===== config.mk =====
export PLATFORM = sky130hd
export DESIGN_NAME = hazard_ctrl
export DESIGN_NICKNAME = d
export VERILOG_FILES = /design/src/rtl/hazard_ctrl_pkg.sv /design/src/rtl/hazard_ctrl_slot.sv /design/src/rtl/hazard_ctrl.sv
export SDC_FILE = /design/constraint.sdc
export NUM_CORES = 1
export LEC_CHECK = 0
export CAP_MARGIN = 40
export CORE_ASPECT_RATIO = 1.1
export CORE_MARGIN = 4
export CORE_UTILIZATION = 58
export CTS_BUF_LIST = sky130_fd_sc_hd__clkbuf_4 sky130_fd_sc_hd__clkbuf_8
export DETAILED_ROUTE_END_ITERATION = 6
export GPL_ROUTABILITY_DRIVEN = 0
export PLACE_DENSITY = 0.88
export SYNTH_ARGS = -nofsm -noshare
export SYNTH_HDL_FRONTEND = slang
export SYNTH_SLANG_ARGS = --single-unit

===== constraint.sdc =====
create_clock -name clk -period 7 [get_ports clk]
set_clock_uncertainty 0.2 [all_clocks]
set_input_delay 1.4 -clock clk [delete_from_list [all_inputs] [get_ports clk]]
set_output_delay 1.4 -clock clk [all_outputs]
set_load 0.05 [all_outputs]

===== src/rtl/hazard_ctrl_pkg.sv =====
// hazard_ctrl_pkg: shared types and constants for the pipeline hazard controller.
//   slot_t      : in-flight instruction record {v, addr, we, ld} for EXE/MEM/WB
//   FWD_*       : operand bypass source encodings driven on fwd_sel_rs/fwd_sel_rt
//   slot_match  : RAW compare of one slot against one ID source operand
package hazard_ctrl_pkg;

  localparam logic [1:0] FWD_RF  = 2'b00;
  localparam logic [1:0] FWD_EXE = 2'b01;
  localparam logic [1:0] FWD_MEM = 2'b10;
  localparam logic [1:0] FWD_WB  = 2'b11;

  localparam int HZ_SLOT_WD = 8;

  typedef struct packed {
    logic       v;
    logic [4:0] addr;
    logic       we;
    logic       ld;
  } slot_t;

  // $0 is hard-wired zero, so a write to it can never create a dependency.
  function automatic logic slot_match(input slot_t s, input logic [4:0] r, input logic used);
    return s.v & s.we & (s.addr == r) & (r != 5'd0) & used;
  endfunction

endpackage


===== src/rtl/hazard_ctrl_slot.sv =====
// hazard_ctrl_slot: one tracked pipeline stage (EXE, MEM or WB).
//   clk, reset          : clock, synchronous active-high reset (clears v)
//   fill, fill_data     : load the slot with the upstream record this edge
//   drain               : upstream left without refilling; invalidate this edge
//   rs_addr/rt_addr/... : ID source operands to compare against
//   q                   : current slot contents
//   rs_match, rt_match  : RAW match per operand
module hazard_ctrl_slot
  import hazard_ctrl_pkg::*;
(
  input  logic       clk,
  input  logic       reset,
  input  logic       fill,
  input  logic       drain,
  input  slot_t      fill_data,
  input  logic [4:0] rs_addr,
  input  logic [4:0] rt_addr,
  input  logic       rs_used,
  input  logic       rt_used,
  output slot_t      q,
  output logic       rs_match,
  output logic       rt_match
);

  slot_t slot_reg;

  // Fill has priority over drain: a stage that hands off and receives a new
  // instruction on the same edge stays occupied.
  always_ff @(posedge clk) begin
    if (reset) begin
      slot_reg <= '0;
    end else if (fill) begin
      slot_reg <= fill_data;
    end else if (drain) begin
      slot_reg.v <= 1'b0;
    end
  end

  assign q        = slot_reg;
  assign rs_match = slot_match(slot_reg, rs_addr, rs_used);
  assign rt_match = slot_match(slot_reg, rt_addr, rt_used);

endmodule


===== src/rtl/hazard_ctrl.sv =====
// hazard_ctrl: interlock / forwarding scheduler for the 5-stage pipeline.
// Mirrors the ID->EXE->MEM->WB handshakes to know which destination registers
// are in flight, then decides whether ID must hold and where each source
// operand should be bypassed from.
//   clk, reset                       : clock, synchronous active-high reset
//   id_valid, id_rs/rt_addr, *_used  : ID instruction and its source operands
//   id_dest_addr, id_dest_we, id_is_load : ID instruction destination info
//   id_fire, exe_fire, mem_fire, wb_retire : stage transfer strobes
//   id_ready_go                      : 0 holds ID this cycle
//   fwd_sel_rs, fwd_sel_rt           : bypass source (RF/EXE/MEM/WB)
//   stall_cnt                        : count of cycles ID was held with a valid inst
module hazard_ctrl
  import hazard_ctrl_pkg::*;
#(
  parameter bit FORWARD_EN = 1'b1,
  parameter int CNT_W      = 32
) (
  input  logic             clk,
  input  logic             reset,
  input  logic             id_valid,
  input  logic [4:0]       id_rs_addr,
  input  logic [4:0]       id_rt_addr,
  input  logic             id_rs_used,
  input  logic             id_rt_used,
  input  logic [4:0]       id_dest_addr,
  input  logic             id_dest_we,
  input  logic             id_is_load,
  input  logic             id_fire,
  input  logic             exe_fire,
  input  logic             mem_fire,
  input  logic             wb_retire,
  output logic             id_ready_go,
  output logic [1:0]       fwd_sel_rs,
  output logic [1:0]       fwd_sel_rt,
  output logic [CNT_W-1:0] stall_cnt
);

  // Index 0 = EXE, 1 = MEM, 2 = WB.
  slot_t       slot_q    [3];
  slot_t       slot_fill_data [3];
  logic  [2:0] slot_fill;
  logic  [2:0] slot_drain;
  logic  [2:0] rs_match;
  logic  [2:0] rt_match;
  logic        stall;
  logic [CNT_W-1:0] stall_cnt_reg;

  // An id_fire during a stall is a protocol error upstream; it is dropped so
  // the tracking never records an instruction that should not have advanced.
  assign slot_fill[0]      = id_fire & id_ready_go;
  assign slot_fill[1]      = exe_fire;
  assign slot_fill[2]      = mem_fire;
  assign slot_drain[0]     = exe_fire;
  assign slot_drain[1]     = mem_fire;
  assign slot_drain[2]     = wb_retire;
  assign slot_fill_data[0] = '{v: 1'b1, addr: id_dest_addr, we: id_dest_we, ld: id_is_load};
  assign slot_fill_data[1] = slot_q[0];
  assign slot_fill_data[2] = slot_q[1];

  generate
    for (genvar gi = 0; gi < 3; gi++) begin : g_slot
      hazard_ctrl_slot u_slot (
        .clk       (clk),
        .reset     (reset),
        .fill      (slot_fill[gi]),
        .drain     (slot_drain[gi]),
        .fill_data (slot_fill_data[gi]),
        .rs_addr   (id_rs_addr),
        .rt_addr   (id_rt_addr),
        .rs_used   (id_rs_used),
        .rt_used   (id_rt_used),
        .q         (slot_q[gi]),
        .rs_match  (rs_match[gi]),
        .rt_match  (rt_match[gi])
      );
    end
  endgenerate

  always_comb begin
    stall      = 1'b0;
    fwd_sel_rs = FWD_RF;
    fwd_sel_rt = FWD_RF;
    if (FORWARD_EN) begin
      // Only a load sitting in EXE has no result yet; everything else bypasses.
      stall = slot_q[0].ld & (rs_match[0] | rt_match[0]);
      // Youngest producer wins.
      if (rs_match[0])      fwd_sel_rs = FWD_EXE;
      else if (rs_match[1]) fwd_sel_rs = FWD_MEM;
      else if (rs_match[2]) fwd_sel_rs = FWD_WB;
      if (rt_match[0])      fwd_sel_rt = FWD_EXE;
      else if (rt_match[1]) fwd_sel_rt = FWD_MEM;
      else if (rt_match[2]) fwd_sel_rt = FWD_WB;
    end else begin
      // Without bypass the RF is written at the WB edge, so a WB match must
      // still wait one cycle before the read sees the new value.
      stall = (|rs_match) | (|rt_match);
    end
    if (!id_valid) begin
      stall      = 1'b0;
      fwd_sel_rs = FWD_RF;
      fwd_sel_rt = FWD_RF;
    end
  end

  assign id_ready_go = ~stall;

  always_ff @(posedge clk) begin
    if (reset) begin
      stall_cnt_reg <= '0;
    end else if (id_valid && !id_ready_go) begin
      stall_cnt_reg <= stall_cnt_reg + 1'b1;
    end
  end

  assign stall_cnt = stall_cnt_reg;

  always_ff @(posedge clk) begin
    if (!reset) begin
      assert (!(id_fire && !id_ready_go));
    end
  end

  // The WB record is the end of the line; its load flag feeds nothing.
  logic unused_wb_ld;
  assign unused_wb_ld = slot_q[2].ld;

endmodule


# == Word level (Yosys, flattened, before mapping) ==
# Index checks and enable logic that the tools add are counted.
# totals
regBits,54
wordCells,64
# op_classes
n_mux,15
n_reduce_logical,6
eq_ne,6
n_bitwise,25
add_sub_neg,1
# op_table
op,n
$add 32x1->32 const B,1
$eq 5x5->1,6
$and 1x1->1,23
$mux 2,8
$reduce_bool 5->1,2
$mux 1,7
$reduce_bool 2->1,3
$logic_and 1x1->1,1
$not 1->1,1
$or 1x1->1,1

# == Depth between registers and ports, before layout ==
# depth
ltp_word,10
mapped_depth,8
ltp_nobuf,5

# == Hierarchy ==
# Synthesis repeated with hierarchy kept, for this count alone.
# unflattened
cells_unflattened,339
hier_area_um2,2905.3
# modules_own_cells
mod,n_inst,area_per_inst_um2,seq_area_each_um2,cells_each
hazard_ctrl,1,1625.3,640.6,195
hazard_ctrl_slot,3,426.7,160.2,48

# == Least setup slack after synthesis ==
# Ideal clock, no wire load.
# synth_path
kind,input -> output
startpoint,input port id_rt_addr[1]
endpoint,output port fwd_sel_rt[0]
arrival_ns,3.650
stages,7
slack_ns,1.750
path_cell_list,xnor2_1 > nand2_1 > or4_1 > buf_6 > buf_6 > buf_6 > a21boi_0
# synth_between
elab_chain_len,8
# synth_rtl
element,line,source
"start, declared",hazard_ctrl.sv:22,"input logic [4:0] id_rt_addr,"
$eq 5x5->1,hazard_ctrl_pkg.sv:23,return s.v & s.we & (s.addr == r) & (r != 5'd0) & used;
$and 1x1->1 (3 in a row),hazard_ctrl_pkg.sv:23,
$mux 2,hazard_ctrl.sv:92,else if (rt_match[2]) fwd_sel_rt = FWD_WB;
$mux 2,hazard_ctrl.sv:91,else if (rt_match[1]) fwd_sel_rt = FWD_MEM;
$mux 2 (*),hazard_ctrl.sv:90,if (rt_match[0]) fwd_sel_rt = FWD_EXE;
$mux 2 (*),hazard_ctrl.sv:98,if (!id_valid) begin
"end, declared",hazard_ctrl.sv:34,"output logic [1:0] fwd_sel_rt,"
# Every way passes the cells marked *; elsewhere a longest branch is shown, timed or not.

# == Worst setup path after layout ==
# layout_path
startpoint,input port id_rt_addr[1]
endpoint,output port id_ready_go
# layout_between
elab_chain_len,8
# layout_rtl
element,line,source
$eq 5x5->1,hazard_ctrl_pkg.sv:23,
$and 1x1->1,hazard_ctrl_pkg.sv:23,
$and 1x1->1 (*) (2 in a row),hazard_ctrl_pkg.sv:23,
$or 1x1->1 (*),hazard_ctrl.sv:85,stall = slot_q[0].ld & (rs_match[0] | rt_match[0]);
$and 1x1->1 (*),hazard_ctrl.sv:85,
$mux 1 (*),hazard_ctrl.sv:98,
$not 1->1 (*),hazard_ctrl.sv:105,assign id_ready_go = ~stall;
"end, declared",hazard_ctrl.sv:32,"output logic id_ready_go,"
# Marks and branches as above.

==> results.md <==
- Stages on worst setup path: 8
- Status: completed
- Sink Count: 54
- Worst setup path end: id_ready_go
- Setup TNS: 0 ps
- CTS Buf Count: 5
- Buf/Inv on CP: 4
- Worst VDD drop: 0.0931 mV
- Post-cts resize count: 0
- Core Box Area: approximately 0.0055 mm2
- First drt pass iteration count: 4
- Crit path capture type: output port
- Longest Clk Path Bufs: 2
- R2R Path Start: g_slot[0].u_slot.q[6]$_SDFFE_PP0P_
- Root Buffer: clkbuf_8
- CP delay by family, top: buffers and inverters
- Die area: 0.00702 mm2
- Sw frac: between 20% and 30%
- Fmax: 170 MHz
- Initial Util: 60.9%
- GRT Max-Usage Layer: met2
- Cell Chain, Critical Path: clkdlybuf4s50_1 -> or4_1 -> o21ai_2 -> or4_1 -> buf_4 -> a21boi_2 -> inv_1 -> clkdlybuf4s50_1
- Share of layout cells above drive strength 1: 11.3%
- Die Wd: 80.3 um
- Worst rel slew slack: between 30% and 40%
- Layout fillers: 441
- HP Class: reg2reg
- Number of synthesized register bits: 54
- Vias in the first global route: 2913
- Nets: 458
- CTS HTree Levels: 2
- R2R cell count: 6
- Minimum clock period: roughly 6000 ps
- Tot Pwr: around 580 uW
- RSZ-0062 raised after global routing: false
- First-pass GRT wire length: 13300 um
- I/O Buffers: 62
- Final setup fails: 0
- Crit path launch: id_rt_addr[1]
- Worst Min Path Start: g_slot[2].u_slot.q[1]$_SDFFE_PP0P_
- Clock power share: 31.8%
- IO Pins: 63
- Grt met2 use: 37.3%
- Largest net degree at the start of global routing: 92
- Synth Warn #: 0
- Vias: 3012
- Power Dens Cells: 144 mW/mm2
- M1 GR Usage: approximately a third
- Drt wl/cell: 15.7 um
- Crit-path max FO: 34
- Unique cell type count in the Yosys netlist: 45
- Grt ovf: 0
- Mapped Nets: 411
- CP required: 5400 ps
- Critical Path AT: around 4300 ps
- Detailed-route DRC error count: 0
- Power share of the sequential group: 56.0%
- Leak pwr: about 0.0014 uW
- Inserted Diodes: 0
- Final design utilization: 73.8%
- CP startpoint kind: input port
- WS Path Type: in2out
- Clock transition at path regs: ~90 ps
- Synth Cell Area: approximately 0.0033 mm2
- TritonCTS clock tree: built
- Endpoints failing hold: 0
- RR Endpoint: stall_cnt[19]$_SDFFE_PP0P_
- Hold_buf cts: 0
- Area grow syn2layout: 21.1%
- Min Hold Slack: 317 ps
- Die H: 87.5 um
- Least-Margin Pin Slew: 952 ps
- Total setup buffers inserted after CTS: 0
- Max-slew violation count: 0
- Std cell rows: 28
- Setup slack, reg-to-reg: a little over 4000 ps
- Via density: 5.94
- Post-route ant nets: 0
- Worst-skew pair later-pin latency: around 300 ps
- Mean Syn Cell Area: 8.67 um2
- P_int: 434 uW
- Critical Path Max Stage Delay: 800 ps
- Final WL: 7970 um
- Seq/Total Area, Yosys: between 30% and 40%
- DR iter-0 viols: between 150 and 200
- Synthesized instance count: ~380
- M3 GR Usage: 3.73%
- Slowest stage cell, crit path: clkdlybuf4s50_1
- Antenna violations before repair: 0
- Tcrit/Tclk final: between 80% and 90%
- Combinational Power Share: 12.1%
- Max-cap violations: 0
- Total track usage: 23.3%
- DP HPWL: between 5000 and 6000 um
- Largest register FFs: 32
- Switch Pwr: ~150 uW
-- through the flow --
stage / cells / setup slack [ps] / cell area [um2]
3_5_place_dp: 499 / 1110 / 3940
3_3_place_gp: 498 / 1200 / 3930
6_report: 507 / 1110 / 4030
2_1_floorplan: 384 / 1750 / 3330
5_1_grt: 507 / 1010 / 4030
4_1_cts: 507 / 1120 / 4030
-- how the worst min path moves through the flow --
| stage | endpoint | slack, ps | cells after the start |
|---|---|---|---|
| 2_1_floorplan | g_slot[2].u_slot.q[1]$_SDFFE_PP0P_ | 260 | 2 |
| 3_3_place_gp | g_slot[2].u_slot.q[1]$_SDFFE_PP0P_ | 280 | 2 |
| 3_5_place_dp | g_slot[2].u_slot.q[1]$_SDFFE_PP0P_ | 290 | 2 |
| 4_1_cts | g_slot[2].u_slot.q[1]$_SDFFE_PP0P_ | 320 | 2 |
| 5_1_grt | stall_cnt[1]$_SDFFE_PP0P_ | 370 | 2 |
| 6_report | g_slot[2].u_slot.q[1]$_SDFFE_PP0P_ | 320 | 2 |
-- cell usage in the layout, fill, tap and decap left out, drive strengths merged, types with 3 or more instances in the layout --
master	netlist	final
xor2	4	4
buf	12	4
or4	4	4
nor2b	27	27
mux2	31	31
inv	7	7
a31oi	6	6
mux2i	13	13
clkdlybuf4s50	0	61
clkbuf	14	7
nor2	55	55
a2111oi	8	8
nand3	12	12
o311ai	6	6
nor4	6	6
nand2	25	25
nor3	7	7
a21oi	15	15
nand4	16	16
dfxtp	54	54
xnor2	26	26
a21boi	3	3
a211oi	9	9
o2111ai	6	6
-- layout make-up --
type | instances | area (um2) | share of cell area [%]
Multi-Input combinational cell | 297 | 2090 | 51.8
Tap cell | 75 | 93.8 | 2.33
Inverter | 7 | 26.3 | 0.651
Sequential cell | 54 | 1080 | 26.8
Clock inverter | 1 | 5.00 | 0.124
Timing Repair Buffer | 66 | 648 | 16.1
Clock buffer | 7 | 90.1 | 2.23
-- worst register-to-register path: stages, from the launching register on --
cell	delay (ps)
dfxtp_1	480
xnor2_1	170
nand2_1	90
or4_1	620
buf_4	320
a2111oi_0	570
mux2_2	390
-- kinds of logic (layout without fill, tap and decap cells) --
family                   Yosys count  after routing  share of synthesized area [%]
AO/OA/AOI/OAI                     59             59                           15.2
XOR/XNOR                          30             30                           7.89
adder cells (fa/ha/maj)            1              1                          0.376
buffers and inverters             33             81                           4.81
flip-flops                        54             54                           32.5
multiplexers                      44             44                           14.4
AND/OR/NAND/NOR                  163            163                           24.9
-- per-layer routing --
metal  wire length [um]  up-vias
li1                   -     1471
met1               3490     1424
met2               3930      102
met3                435       15
met4                114        0
met5                  0        -
-- synth_stat cells, drive strengths merged --
cell type / number / area share [%]
nor2: 55 / 6.2
dfxtp: 54 / 32
mux2: 31 / 10
nor2b: 27 / 5.1
xnor2: 26 / 6.8
nand2: 25 / 3.0
nand4: 16 / 3.2
a21oi: 15 / 2.3
clkbuf: 14 / 1.6
mux2i: 13 / 3.9
buf: 12 / 2.4
nand3: 12 / 1.8
a211oi: 9 / 2.0
a2111oi: 8 / 4.4
inv: 7 / 0.79
nor3: 7 / 1.2
a31oi: 6 / 1.1
nor4: 6 / 1.1
o2111ai: 6 / 1.6
o311ai: 6 / 1.6
or4: 4 / 0.90
xor2: 4 / 1.1
a21boi: 3 / 0.79
and3: 2 / 0.38
and4: 2 / 0.53
nand2b: 2 / 0.38
nor3b: 2 / 0.45
o211a: 2 / 0.60
o21ai: 2 / 0.41
and2: 1 / 0.19
ha: 1 / 0.38
nand3b: 1 / 0.23
o31a: 1 / 0.26
o31ai: 1 / 0.23
or3: 1 / 0.19
-- power groups by stage --
stage               Clock (uW)  Sequential, uW  Combinational, uW
CTS                        187             326               70.3
floorplan                    0             329               45.8
global placement             0             333               66.7
finish                     185             326               70.5
global route               200             327               78.1
detailed placement           0             333               69.9
Note: power is estimated with default switching activity, not from simulation.
